[config.mk]
export PLATFORM = sky130hd
export DESIGN_NAME = sqrl_interrupt_queue
export DESIGN_NICKNAME = d
export VERILOG_FILES = /design/src/rtl/sqrl_interrupt_queue.sv
export SDC_FILE = /design/constraint.sdc
export NUM_CORES = 1
export LEC_CHECK = 0
export BUFFER_PORTS_ARGS = -buffer_cell sky130_fd_sc_hd__buf_2
export CAP_MARGIN = 30
export CORE_UTILIZATION = 35
export DETAILED_ROUTE_END_ITERATION = 10
export SLEW_MARGIN = 20
export SYNTH_ARGS = -nofsm -noshare
export SYNTH_HDL_FRONTEND = slang
export SYNTH_SLANG_ARGS = --single-unit
[constraint.sdc]
create_clock -name i_clk -period 7.2 [get_ports i_clk]
set_clock_uncertainty 0.2 [all_clocks]
set_input_delay 1.44 -clock i_clk [delete_from_list [all_inputs] [get_ports i_clk]]
set_output_delay 1.44 -clock i_clk [all_outputs]
set_load 0.005 [all_outputs]
[src/rtl/sqrl_interrupt_queue.sv]
// Per-source interrupt event queue: FIFO of 64-bit events presented as a level request to the arbiter.
// Optional ASSERT timeout/retry is enabled by defining SQRL_IRQ_TIMEOUT_EN.
module sqrl_interrupt_queue #(
  parameter int DEPTH   = 4,
  parameter int GAP     = 2,
  parameter int TIMEOUT = 1024
) (
  input  logic                     i_clk,
  input  logic                     i_rst,
  input  logic                     i_ev_push,
  input  logic [63:0]              i_ev_data,
  output logic                     o_ev_full,
  output logic                     o_interrupt,
  output logic [63:0]              o_interrupt_data,
  input  logic                     i_interrupt_ack,
  output logic [$clog2(DEPTH):0]   o_level,
  output logic [15:0]              o_drop_count,
  output logic [15:0]              o_retry_count
);

  localparam int AW = $clog2(DEPTH);
  localparam int LW = AW + 1;
  localparam int GW = $clog2(GAP + 1);

  // state  | meaning
  // IDLE   | queue empty, interrupt low
  // ASSERT | interrupt high with head entry, waiting for ack
  // GAP    | interrupt low for GAP cycles after ack or retry
  typedef enum logic [1:0] {S_IDLE, S_ASSERT, S_GAP} state_t;

  state_t          r_state;
  logic            r_irq;
  logic [63:0]     r_head;
  logic [63:0]     r_mem [DEPTH];
  logic [AW-1:0]   r_wptr;
  logic [AW-1:0]   r_rptr;
  logic [LW-1:0]   r_level;
  logic            r_full;
  logic [15:0]     r_drop_count;
  logic [GW-1:0]   r_gap_cnt;

  logic            w_pop;
  logic            w_push_ok;
  logic            w_drop;
  logic            w_timeout;
  logic [AW-1:0]   w_rptr_nxt;
  logic [LW-1:0]   w_level_nxt;

  assign w_pop      = (r_state == S_ASSERT) && i_interrupt_ack;
  // A push into a full queue still lands when the head pops on the same edge.
  assign w_push_ok  = i_ev_push && (!r_full || w_pop);
  assign w_drop     = i_ev_push && r_full && !w_pop;
  assign w_rptr_nxt = r_rptr + AW'(1);

  always_comb begin
    w_level_nxt = r_level;
    case ({w_push_ok, w_pop})
      2'b10:   w_level_nxt = r_level + LW'(1);
      2'b01:   w_level_nxt = r_level - LW'(1);
      default: w_level_nxt = r_level;
    endcase
  end

`ifdef SQRL_IRQ_TIMEOUT_EN
  localparam int TW = $clog2(TIMEOUT);
  logic [TW-1:0] r_to_cnt;
  logic [15:0]   r_retry_count;

  assign w_timeout = (r_to_cnt == '0);

  // Reloaded whenever outside ASSERT so every entry into ASSERT starts a full window.
  always_ff @(posedge i_clk) begin
    if (i_rst) begin
      r_to_cnt      <= '0;
      r_retry_count <= '0;
    end else begin
      if (r_state != S_ASSERT)
        r_to_cnt <= TW'(TIMEOUT - 1);
      else if (r_to_cnt != '0)
        r_to_cnt <= r_to_cnt - TW'(1);
      if ((r_state == S_ASSERT) && w_timeout && !i_interrupt_ack && (r_retry_count != 16'hFFFF))
        r_retry_count <= r_retry_count + 16'd1;
    end
  end

  assign o_retry_count = r_retry_count;
`else
  assign w_timeout     = 1'b0;
  assign o_retry_count = '0;
`endif

  always_ff @(posedge i_clk) begin
    if (w_push_ok)
      r_mem[r_wptr] <= i_ev_data;
  end

  always_ff @(posedge i_clk) begin
    if (i_rst) begin
      r_wptr       <= '0;
      r_rptr       <= '0;
      r_level      <= '0;
      r_full       <= 1'b0;
      r_drop_count <= '0;
      r_head       <= '0;
    end else begin
      r_level <= w_level_nxt;
      r_full  <= (w_level_nxt == LW'(DEPTH));
      if (w_push_ok)
        r_wptr <= r_wptr + AW'(1);
      if (w_pop)
        r_rptr <= w_rptr_nxt;
      if (w_drop && (r_drop_count != 16'hFFFF))
        r_drop_count <= r_drop_count + 16'd1;
      // Head register: next stored entry, or the bypassed push when it is the only one left.
      if (w_pop) begin
        if (r_level > LW'(1))
          r_head <= r_mem[w_rptr_nxt];
        else if (w_push_ok)
          r_head <= i_ev_data;
      end else if (w_push_ok && (r_level == '0)) begin
        r_head <= i_ev_data;
      end
    end
  end

  always_ff @(posedge i_clk) begin
    if (i_rst) begin
      r_state   <= S_IDLE;
      r_irq     <= 1'b0;
      r_gap_cnt <= '0;
    end else begin
      case (r_state)
        S_IDLE: begin
          if (r_level != '0) begin
            r_state <= S_ASSERT;
            r_irq   <= 1'b1;
          end
        end
        S_ASSERT: begin
          if (i_interrupt_ack || w_timeout) begin
            r_state   <= S_GAP;
            r_irq     <= 1'b0;
            r_gap_cnt <= GW'(GAP);
          end
        end
        S_GAP: begin
          if (r_gap_cnt == '0) begin
            if (r_level != '0) begin
              r_state <= S_ASSERT;
              r_irq   <= 1'b1;
            end else begin
              r_state <= S_IDLE;
            end
          end else begin
            r_gap_cnt <= r_gap_cnt - GW'(1);
          end
        end
        default: begin
          r_state <= S_IDLE;
          r_irq   <= 1'b0;
        end
      endcase
    end
  end

  assign o_interrupt      = r_irq;
  assign o_interrupt_data = r_head;
  assign o_ev_full        = r_full;
  assign o_level          = r_level;
  assign o_drop_count     = r_drop_count;

endmodule

==> insert_results.sql, run 1 <==
INSERT INTO impl_metrics (metric_group, metric, value, unit) VALUES
('die', 'die_area', '39600', 'um2'),
('placement', 'place_congestion', '0.780', ''),
('global_routing', 'total_grt_overflow', '0', ''),
('placement', 'dp_hpwl', '17100', 'um'),
('detailed_routing', 'route.detailed.wl_per_inst', '18.8', 'um'),
('timing', 'final-hold-violation-count', '0', ''),
('clock_tree', 'post_cts_hold_buffer_count', '0', ''),
('min_path', 'hp-class', 'register to register', ''),
('outcome', 'status', 'complete, no violations', ''),
('worst_setup_path', 'timing.critical_path.arrival', '3.84', 'ns'),
('timing', 'unrepaired_setup_endpoints_after_global_routing', 'no', ''),
('global_routing', 'grt_first_pass_wirelength', '45900', 'um'),
('worst_setup_path', 'cp-end-kind', 'register', ''),
('worst_setup_path', 'critPathKind', 'input port to register', ''),
('layout', 'layout.area.seq', '9560', 'um2'),
('global_routing', 'grt_max_degree', '79', ''),
('worst_setup_path', 'worstPathMaxFanout', '78', ''),
('timing', 'layout_min_cycle_time', '3.60', 'ns'),
('clock_tree', 'cts_post_setup_buffers_inserted', '0', ''),
('clock_tree', 'cts-buffers-inserted', '39', ''),
('yosys', 'syn-mean-instance-area', '15.2', 'um2'),
('clock_tree', 'cts-root-to-sink-buffers', '3', ''),
('yosys', 'most_frequent_cell_after_synthesis', 'sky130_fd_sc_hd__edfxtp_1', ''),
('global_routing', 'antenna_found_initial', '5', ''),
('detailed_routing', 'pre_repair_dr_iteration_count', '6', ''),
('pwr', 'power.density_cell_area', '290', 'nW/um2'),
('die', 'chipHeight', '199', 'um'),
('yosys', 'gate_count_post_synth', '893', ''),
('clock_tree', 'cts.repair.resized', '0', ''),
('pwr', 'power.static_leakage', '0.00571', 'uW'),
('layout', 'multi_input_combinational_cell_area', '3730', 'um2'),
('yosys', 'synth_top_cell_area_share', '0.566', ''),
('clock_tree', 'clkLatencyLatePin', '0.54', 'ns'),
('placement', 'cell_area_placed', '14900', 'um2'),
('layout', 'num_antenna_cells', '0', ''),
('global_routing', 'track_usage', '0.154', ''),
('detailed_routing', 'wirelength', '29800', 'um'),
('worst_setup_path', 'startpoint_type', 'input port', ''),
('detailed_routing', 'detailroute.via_count', '7940', ''),
('yosys', 'postSynth.asyncResetShare', '0', ''),
('pwr', 'irDropWorstVdd', '0.253', 'mV'),
('detailed_routing', 'vias_per_cell', '5.01', ''),
('timing', 'tightestPinTransition', '0.943', 'ns'),
('die', 'coreArea', '37900', 'um2'),
('die', 'die_width', '199', 'um'),
('clock_tree', 'tritoncts_num_sinks', '349', ''),
('timing', 'fmax', '278', 'MHz'),
('yosys', 'netlist-cell-type-count', '53', ''),
('detailed_routing', 'drtAntennaViolNets', '0', ''),
('layout', 'final_design_area_no_fill', '16200', 'um2'),
('yosys', 'yosysSeqAreaShare', '0.703', ''),
('layout', 'finish.cell_count_without_fillers', '1584', ''),
('detailed_routing', 'dr.first_iter.drc_count', '367', ''),
('yosys', 'synth-warning-count', '0', ''),
('placement', 'port-buffer-count', '152', ''),
('clock_tree', 'cts.reportedPaths.clkPinSlew', '0.06', 'ns'),
('job', 'timing.max_cap.violations', '0', ''),
('detailed_routing', 'drt_drc_violations_left', '0', ''),
('yosys', 'synth.cell_area', '13600', 'um2'),
('layout', 'num-fill-cells', '3486', ''),
('timing', 'relative_slew_margins', '0.369', ''),
('layout', 'syn_to_final_growth', '19.0', '%'),
('yosys', 'netlist_top_cells_count', 'sky130_fd_sc_hd__edfxtp_1 (256), sky130_fd_sc_hd__nand2_1 (139), sky130_fd_sc_hd__dfxtp_1 (93)', ''),
('yosys', 'synth.largest_area_cell', 'sky130_fd_sc_hd__edfxtp_1', ''),
('worst_setup_path', 'critPathRequiredTime', '7.44', 'ns'),
('timing', 'timing.final.setup_violations', '0', ''),
('placement', 'dp.cells', '1511', ''),
('timing', 'tns', '0', 'ns'),
('yosys', 'synth_enable_flop_cells', '256', ''),
('global_routing', 'grt_pass1_vias', '7821', ''),
('timing', 'drv_slew', '0', '');
layout by cell type, fill, tap and decap left out, types with 8 or more instances in the layout:
cell type | Yosys | final
sky130_fd_sc_hd__edfxtp_1 | 256 | 256
sky130_fd_sc_hd__nor2_1 | 40 | 40
sky130_fd_sc_hd__clkinv_2 | 0 | 9
sky130_fd_sc_hd__o21ai_0 | 47 | 47
sky130_fd_sc_hd__buf_2 | 13 | 152
sky130_fd_sc_hd__inv_1 | 13 | 12
sky130_fd_sc_hd__conb_1 | 1 | 16
sky130_fd_sc_hd__a21oi_1 | 16 | 16
sky130_fd_sc_hd__a31oi_1 | 39 | 39
sky130_fd_sc_hd__dfxtp_1 | 93 | 91
sky130_fd_sc_hd__mux4_2 | 64 | 64
sky130_fd_sc_hd__buf_4 | 16 | 8
sky130_fd_sc_hd__nand2_1 | 139 | 139
sky130_fd_sc_hd__clkbuf_16 | 0 | 39
sky130_fd_sc_hd__ha_1 | 13 | 13
sky130_fd_sc_hd__a311oi_1 | 25 | 25
layer usage:
layer	wire [um]	global-route usage
met1	13900	0.209
met2	13600	0.244
met3	1690	0.0402
met4	524	0.0390
met5	69	0
cells by family (layout without fill, tap and decap cells):
logic type	Yosys count	count (layout)	share of synthesized area
adder cells (fa/ha/maj)	13	13	0.0120
flip-flops	349	349	0.703
AO/OA/AOI/OAI	149	149	0.0703
XOR/XNOR	3	3	0.00193
other	1	16	0.000276
AND/OR/NAND/NOR	224	224	0.0731
buffers and inverters	85	250	0.0293
multiplexers	69	69	0.110
flip-flops by register name, indices dropped and copies added (netlist names):
name / cells
o_interrupt_data: 64
r_gap_cnt: 2
r_mem: 256
o_interrupt: 1
r_rptr: 2
o_level: 3
r_state: 2
r_wptr: 2
o_ev_full: 1
o_drop_count: 16
report_power, final:
part | leakage [uW] | internal (uW) | total (uW) | switching, uW
sequential | 0.00312 | 2290 | 2350 | 53.5
clock | 0.000634 | 1190 | 1990 | 802
combinational | 0.00196 | 143 | 358 | 216
total | 0.00571 | 3620 | 4690 | 1070
cell type report:
| class | count | share of cell area |
|---|---|---|
| sequential | 349 | 0.591 |
| multi-input combinational | 474 | 0.231 |
| clock buffer | 49 | 0.0652 |
| timing repair buffer | 164 | 0.0557 |
| tap | 511 | 0.0396 |
| clock inverter | 23 | 0.0140 |
| inverter | 14 | 0.00341 |
metrics by stage:
step | hold WS [ns] | utilization | setup WS, ns
floorplan | 0.256 | - | 3.04
global placement | 0.271 | 0.391 | 2.65
detailed placement | 0.274 | 0.392 | 3.07
CTS | 0.283 | 0.426 | 3.61
global route | 0.299 | 0.426 | 3.40
finish | 0.279 | 0.426 | 3.60
critical path: stages:
cell and delay, ns:
sky130_fd_sc_hd__buf_2 0.12, sky130_fd_sc_hd__nand3b_4 0.11, sky130_fd_sc_hd__a21boi_1 0.60, sky130_fd_sc_hd__inv_1 0.14, sky130_fd_sc_hd__ha_1 0.27, sky130_fd_sc_hd__inv_1 0.08
sky130_fd_sc_hd__o32a_2 0.36, sky130_fd_sc_hd__buf_12 0.35, sky130_fd_sc_hd__o21ai_0 0.14, sky130_fd_sc_hd__a31oi_1 0.20
path summary, 6_finish.rpt:
path	slack (ns)	endpoint	cells after the start	from
setup / recovery	3.60	o_interrupt_data[4]	10	i_interrupt_ack
hold / removal	0.28	r_gap_cnt[1]	2	r_gap_cnt[1]
hold reg to reg	0.28	r_gap_cnt[1]	2	r_gap_cnt[1]
setup reg to reg	4.11	o_interrupt_data[4]	9	r_state[0]
No activity file was read; power rests on OpenSTA's default activity.
==> run 2: changes to the inputs <==
==> constraint.sdc (replaced) <==
create_clock -name i_clk -period 3 [get_ports i_clk]
set_clock_uncertainty 0.2 [all_clocks]
set_input_delay 0.6 -clock i_clk [delete_from_list [all_inputs] [get_ports i_clk]]
set_output_delay 0.6 -clock i_clk [all_outputs]
set_load 0.005 [all_outputs]
==> insert_results.sql, run 2 (synthesized netlist as in run 1, its figures left out) <==
INSERT INTO impl_metrics (metric_group, metric, value, unit) VALUES
('outcome', 'status', 'complete, no violations', ''),
('detailed_routing', 'route.detailed.wl_per_inst', '18.9', 'um'),
('layout', 'num-fill-cells', '3461', ''),
('pwr', 'power.static_leakage', '0.00584', 'uW'),
('job', 'timing.max_cap.violations', '0', ''),
('die', 'die_area', '39600', 'um2'),
('global_routing', 'total_grt_overflow', '0', ''),
('layout', 'syn_to_final_growth', '21.3', '%'),
('clock_tree', 'clkLatencyLatePin', '0.54', 'ns'),
('worst_setup_path', 'cp_slowest_cell', 'sky130_fd_sc_hd__dfxtp_1', ''),
('layout', 'flip_flop_count_of_the_largest_register_all_copies_and_words_added', '256', ''),
('global_routing', 'grt_max_degree', '103', ''),
('worst_setup_path', 'cp-end-kind', 'register', ''),
('detailed_routing', 'vias_per_cell', '5.06', ''),
('die', 'pin_count', '169', ''),
('min_path', 'hp-class', 'input port to register', ''),
('clock_tree', 'cts_post_setup_buffers_inserted', '0', ''),
('worst_setup_path', 'cp_common_cell', 'sky130_fd_sc_hd__inv_1', ''),
('clock_tree', 'cts.reportedPaths.clkPinSlew', '0.06', 'ns'),
('clock_tree', 'clock-root-buffer', 'sky130_fd_sc_hd__clkbuf_16', ''),
('timing', 'unrepaired_setup_endpoints_after_global_routing', 'no', ''),
('placement', 'dp_hpwl', '17900', 'um'),
('layout', 'multi_input_combinational_cell_area', '3710', 'um2'),
('detailed_routing', 'pre_repair_dr_iteration_count', '4', ''),
('clock_tree', 'cts.repair.resized', '0', ''),
('worst_setup_path', 'worstPathMaxFanout', '102', ''),
('worst_setup_path', 'setup.worst_path.start', 'r_state[0]', ''),
('worst_setup_path', 'crit_cells', '9', ''),
('layout', 'layout.area.seq', '9560', 'um2'),
('timing', 'min_period_over_period', '0.832', ''),
('worst_setup_path', 'critical_path.cell_chain', 'nand3b_4 -> a21boi_1 -> inv_1 -> ha_1 -> inv_1 -> o32a_2 -> buf_12 -> nor2_1 -> a311oi_1', ''),
('detailed_routing', 'drt_drc_violations_left', '0', ''),
('layout', 'layout-drive-gt1-share', '0.295', ''),
('global_routing', 'track_usage', '0.158', ''),
('worst_setup_path', 'timing.critical_path.arrival', '2.74', 'ns'),
('timing', 'holdWs', '0.0852', 'ns'),
('timing', 'fmax', '401', 'MHz'),
('layout', 'largest_register', 'r_mem', ''),
('clock_tree', 'cts-buffers-inserted', '39', ''),
('timing', 'tns', '0', 'ns'),
('worst_setup_path', 'startpoint_type', 'register', ''),
('timing', 'timing.final.setup_violations', '0', ''),
('timing', 'relative_slew_margins', '0.522', ''),
('pwr', 'irDropWorstVdd', '0.507', 'mV'),
('layout', 'most_used_cells_in_the_layout_excluding_fill_and_tap_cells', 'sky130_fd_sc_hd__edfxtp_1 (256), sky130_fd_sc_hd__buf_2 (152), sky130_fd_sc_hd__nand2_1 (139), sky130_fd_sc_hd__dfxtp_1 (91), sky130_fd_sc_hd__mux4_2 (64)', ''),
('die', 'fp-row-count', '71', ''),
('die', 'initial_core_util', '0.358', ''),
('worst_setup_path', 'worst-r2r-setup-slack', '0.50', 'ns'),
('timing', 'tightestPinTransition', '0.714', 'ns'),
('worst_setup_path', 'worst-path-buf-inv', '3', ''),
('timing', 'layout_min_cycle_time', '2.50', 'ns'),
('worst_setup_path', 'critPathRequiredTime', '3.24', 'ns'),
('detailed_routing', 'wirelength', '30200', 'um'),
('detailed_routing', 'detailroute.via_count', '8075', ''),
('die', 'chipHeight', '199', 'um'),
('worst_setup_path', 'critPathKind', 'register to register', ''),
('worst_setup_path', 'worst_path_largest_cell_delay', '0.51', 'ns'),
('timing', 'final-hold-violation-count', '0', ''),
('detailed_routing', 'drtAntennaViolNets', '0', ''),
('clock_tree', 'cts_tree', 'yes', ''),
('pwr', 'power.density_cell_area', '702', 'nW/um2'),
('worst_setup_path', 'r2r.worst_path.cells', '9', ''),
('worst_setup_path', 'cp_top_family', 'compound AO/OA/AOI/OAI gates', ''),
('clock_tree', 'cts-root-to-sink-buffers', '3', ''),
('clock_tree', 'tritoncts_num_sinks', '349', ''),
('global_routing', 'antenna_found_initial', '5', ''),
('placement', 'port-buffer-count', '152', ''),
('global_routing', 'grt_pass1_vias', '8105', ''),
('detailed_routing', 'dr.first_iter.drc_count', '505', ''),
('worst_setup_path', 'crit_path_end', 'o_interrupt_data[45]', ''),
('layout', 'most_common_cell_after_layout_fill_and_taps_aside', 'sky130_fd_sc_hd__edfxtp_1', ''),
('layout', 'num-nets-final', '1135', ''),
('clock_tree', 'post_cts_hold_buffer_count', '0', ''),
('die', 'die_width', '199', 'um'),
('worst_setup_path', 'worst_r2r_endpoint', 'o_interrupt_data[45]', ''),
('timing', 'drv_slew', '0', ''),
('die', 'coreArea', '37900', 'um2'),
('global_routing', 'grt_first_pass_wirelength', '47300', 'um'),
('placement', 'place_congestion', '0.764', ''),
('clock_tree', 'cts_max_level', '2', ''),
('worst_setup_path', 'r2r_start', 'r_state[0]', '');
run 2: report_power, final:
group | total, uW | internal [uW] | switching [uW]
Clock | 5040 | 3100 | 1930
Combinational | 894 | 365 | 529
Sequential | 5630 | 5510 | 124
Total | 11600 | 8970 | 2590
run 2: worst min path at each step:
stage / start / to / depth (start not counted) / slack (ns)
6_report: i_ev_data[4] / r_mem[2][4] / 1 / 0.09
5_1_grt: i_ev_data[4] / r_mem[0][4] / 1 / 0.06
4_1_cts: i_ev_data[4] / r_mem[0][4] / 1 / 0.05
3_5_place_dp: r_gap_cnt[1] / r_gap_cnt[1] / 2 / 0.28
3_3_place_gp: r_gap_cnt[1] / r_gap_cnt[1] / 2 / 0.27
2_1_floorplan: r_gap_cnt[1] / r_gap_cnt[1] / 2 / 0.26
run 2: cell type report:
type	count	share of cell area
clock inverter	19	0.0163
antenna	1	0.000152
inverter	14	0.00334
multi-input combinational	474	0.225
tap	511	0.0388
sequential	349	0.580
timing repair buffer	176	0.0693
clock buffer	53	0.0667
run 2: per-stage QoR:
| stage | total power (uW) | area (um2) | setup WS, ns | instances | util |
|---|---|---|---|---|---|
| 2_1_floorplan | 6200 | 13600 | 0.337 | 908 | - |
| 3_3_place_gp | 6620 | 15100 | 0.386 | 1524 | 0.398 |
| 3_5_place_dp | 6650 | 15100 | 0.318 | 1524 | 0.398 |
| 4_1_cts | 11700 | 16500 | 0.497 | 1596 | 0.434 |
| 5_1_grt | 12000 | 16500 | 0.285 | 1596 | 0.434 |
| 6_report | 11600 | 16500 | 0.505 | 1597 | 0.434 |
run 2: metal layers:
metal  share of wire  GRT usage  vias up
met4           0.021     0.0558        6
met5          0.0011          0        -
li1                -          -     3748
met3           0.063     0.0383       55
met1            0.45      0.211     4030
met2            0.47      0.250      236
==> run 3: changes to the inputs <==
==> constraint.sdc (replaced) <==
create_clock -name i_clk -period 2.45 [get_ports i_clk]
set_clock_uncertainty 0.2 [all_clocks]
set_input_delay 0.49 -clock i_clk [delete_from_list [all_inputs] [get_ports i_clk]]
set_output_delay 0.49 -clock i_clk [all_outputs]
set_load 0.005 [all_outputs]
==> insert_results.sql, run 3 (synthesized netlist as in run 1, its figures left out) <==
INSERT INTO impl_metrics (metric_group, metric, value, unit) VALUES
('clock_tree', 'tritoncts_num_sinks', '349', ''),
('global_routing', 'grtUsageMet1', '0.206', ''),
('worst_setup_path', 'critPathKind', 'register to register', ''),
('clock_tree', 'cts.reportedPaths.clkPinSlew', '0.06', 'ns'),
('layout', 'num_antenna_cells', '0', ''),
('detailed_routing', 'drt_drc_violations_left', '0', ''),
('global_routing', 'grt_first_pass_wirelength', '46300', 'um'),
('placement', 'place_congestion', '0.774', ''),
('clock_tree', 'cts_tree', 'yes', ''),
('timing', 'timing.final.setup_violations', '0', ''),
('layout', 'flip_flop_count_of_the_largest_register_all_copies_and_words_added', '256', ''),
('clock_tree', 'cts-root-to-sink-buffers', '3', ''),
('pwr', 'irDropWorstVdd', '0.777', 'mV'),
('worst_setup_path', 'cp-end-kind', 'register', ''),
('layout', 'largest_register', 'r_mem', ''),
('min_path', 'worst_hold_path_depth', '4', ''),
('layout', 'syn_to_final_growth', '26.1', '%'),
('placement', 'port-buffer-count', '152', ''),
('min_path', 'hp-class', 'input port to register', ''),
('global_routing', 'grt.met2_usage', '0.248', ''),
('timing', 'holdWs', '0.107', 'ns'),
('timing', 'min_period_over_period', '0.938', ''),
('layout', 'num-nets-final', '1208', ''),
('placement', 'dp_hpwl', '17300', 'um'),
('pwr', 'power_consumption', '13900', 'uW'),
('detailed_routing', 'drtAntennaViolNets', '0', ''),
('worst_setup_path', 'worst-r2r-setup-slack', '0.15', 'ns'),
('die', 'coreArea', '37900', 'um2'),
('worst_setup_path', 'worstPathMaxFanout', '72', ''),
('detailed_routing', 'route.detailed.wl_per_inst', '17.9', 'um'),
('die', 'chipHeight', '199', 'um'),
('clock_tree', 'clock-root-buffer', 'sky130_fd_sc_hd__clkbuf_16', ''),
('timing', 'fmax', '435', 'MHz'),
('clock_tree', 'cts_max_level', '2', ''),
('layout', 'num-fill-cells', '3381', ''),
('timing', 'layout_min_cycle_time', '2.30', 'ns'),
('pwr', 'power.static_leakage', '0.00613', 'uW'),
('detailed_routing', 'wirelength', '29800', 'um'),
('global_routing', 'grt_most_used_layer', 'met2', ''),
('worst_setup_path', 'critPathRequiredTime', '2.65', 'ns'),
('global_routing', 'grt_pass1_vias', '8177', ''),
('detailed_routing', 'vias_per_cell', '4.95', ''),
('die', 'die_area', '39600', 'um2'),
('global_routing', 'met3_usage', '0.0341', ''),
('layout', 'most_common_cell_after_layout_fill_and_taps_aside', 'sky130_fd_sc_hd__edfxtp_1', ''),
('detailed_routing', 'dr.first_iter.drc_count', '483', ''),
('pwr', 'power.density_cell_area', '811', 'nW/um2'),
('worst_setup_path', 'startpoint_type', 'register', ''),
('global_routing', 'grt_max_degree', '73', ''),
('outcome', 'status', 'complete, no violations', ''),
('timing', 'unrepaired_setup_endpoints_after_global_routing', 'no', ''),
('die', 'fp-row-count', '71', ''),
('worst_setup_path', 'timing.critical_path.arrival', '2.50', 'ns'),
('die', 'die_width', '199', 'um'),
('global_routing', 'track_usage', '0.154', ''),
('timing', 'drv_slew', '0', ''),
('detailed_routing', 'detailroute.via_count', '8267', ''),
('clock_tree', 'clkLatencyLatePin', '0.55', 'ns'),
('clock_tree', 'cts_post_setup_buffers_inserted', '0', ''),
('job', 'timing.max_cap.violations', '0', ''),
('detailed_routing', 'pre_repair_dr_iteration_count', '5', ''),
('timing', 'tns', '0', 'ns'),
('die', 'initial_core_util', '0.358', ''),
('layout', 'layout-drive-gt1-share', '0.284', ''),
('global_routing', 'total_grt_overflow', '0', ''),
('die', 'pin_count', '169', ''),
('worst_setup_path', 'worst_r2r_endpoint', 'o_interrupt_data[4]', ''),
('min_path', 'min_delay_worst_endpoint', 'r_state[0]', ''),
('worst_setup_path', 'r2r_start', 'r_state[1]', ''),
('worst_setup_path', 'r2r.worst_path.cells', '9', ''),
('min_path', 'holdCritStartpoint', 'i_interrupt_ack', ''),
('clock_tree', 'cts-buffers-inserted', '39', ''),
('layout', 'most_used_cells_in_the_layout_excluding_fill_and_tap_cells', 'sky130_fd_sc_hd__edfxtp_1 (256), sky130_fd_sc_hd__buf_2 (152), sky130_fd_sc_hd__nand2_1 (139), sky130_fd_sc_hd__dfxtp_1 (91)', ''),
('global_routing', 'antenna_found_initial', '0', ''),
('timing', 'final-hold-violation-count', '0', '');
[run 3: cell count changes in the layout (fill, tap and decap cells not counted), sizes merged]
cell / change
diode: -1
buf: +9
clkinv: +2
bufinv: -2
inv: +1
clkinvlp: -1
dlygate4sd3: +64
[run 3: what timing repair did]
action,4_1_cts,5_1_grt
endpoints found under the hold margin,257,0
hold buffers,64,0
resized for setup,0,0
[run 3: through the flow]
step | utilization | setup slack [ns] | instance area (um2) | instances
floorplan | - | 0.0410 | 13600 | 908
finish | 0.451 | 0.153 | 17100 | 1669
detailed placement | 0.401 | 0.0313 | 15200 | 1533
global placement | 0.401 | 0.0927 | 15200 | 1533
global route | 0.451 | 0.0141 | 17100 | 1669
CTS | 0.451 | 0.188 | 17100 | 1669
[run 3: worst max-delay path, stage by stage (launching register included)]
cell and delay (ns):
sky130_fd_sc_hd__dfxtp_1 0.38, sky130_fd_sc_hd__nand3b_4 0.20, sky130_fd_sc_hd__a21boi_2 0.07, sky130_fd_sc_hd__inv_1 0.09
sky130_fd_sc_hd__ha_1 0.20, sky130_fd_sc_hd__inv_1 0.07, sky130_fd_sc_hd__o32a_2 0.42, sky130_fd_sc_hd__buf_12 0.19
sky130_fd_sc_hd__o21ai_0 0.20, sky130_fd_sc_hd__a31oi_1 0.07
[run 3: area by class of cell]
| type | instances | area (um2) | share of cell area |
|---|---|---|---|
| clock buffer | 53 | 1070 | 0.0624 |
| clock inverter | 19 | 209 | 0.0122 |
| inverter | 14 | 55.1 | 0.00322 |
| multi-input combinational | 474 | 3720 | 0.217 |
| sequential | 349 | 9560 | 0.558 |
| tap | 511 | 639 | 0.0373 |
| timing repair buffer | 249 | 1870 | 0.109 |
[run 3: layer usage]
layer / vias up / share of wire
li1: 3897 / -
met1: 4076 / 0.44
met2: 255 / 0.47
met3: 39 / 0.067
met4: 0 / 0.019
met5: - / 0
[run 3: worst max-delay path by stage]
| stage | start | to | slack, ns |
|---|---|---|---|
| final | r_state[1] | o_interrupt_data[4] | 0.15 |
| after global routing | o_level[1] | o_interrupt_data[54] | 0.01 |
| after CTS | r_state[1] | o_interrupt_data[4] | 0.19 |
| after detailed placement | i_interrupt_ack | o_interrupt_data[54] | 0.03 |
| after global placement | i_interrupt_ack | o_interrupt_data[56] | 0.09 |
| after floorplan | i_interrupt_ack | o_interrupt_data[43] | 0.04 |
[run 3: power by group]
part           total (uW)  switching [uW]  internal, uW
clock                5800            2300          3500
sequential           6880             139          6740
combinational        1200             669           528
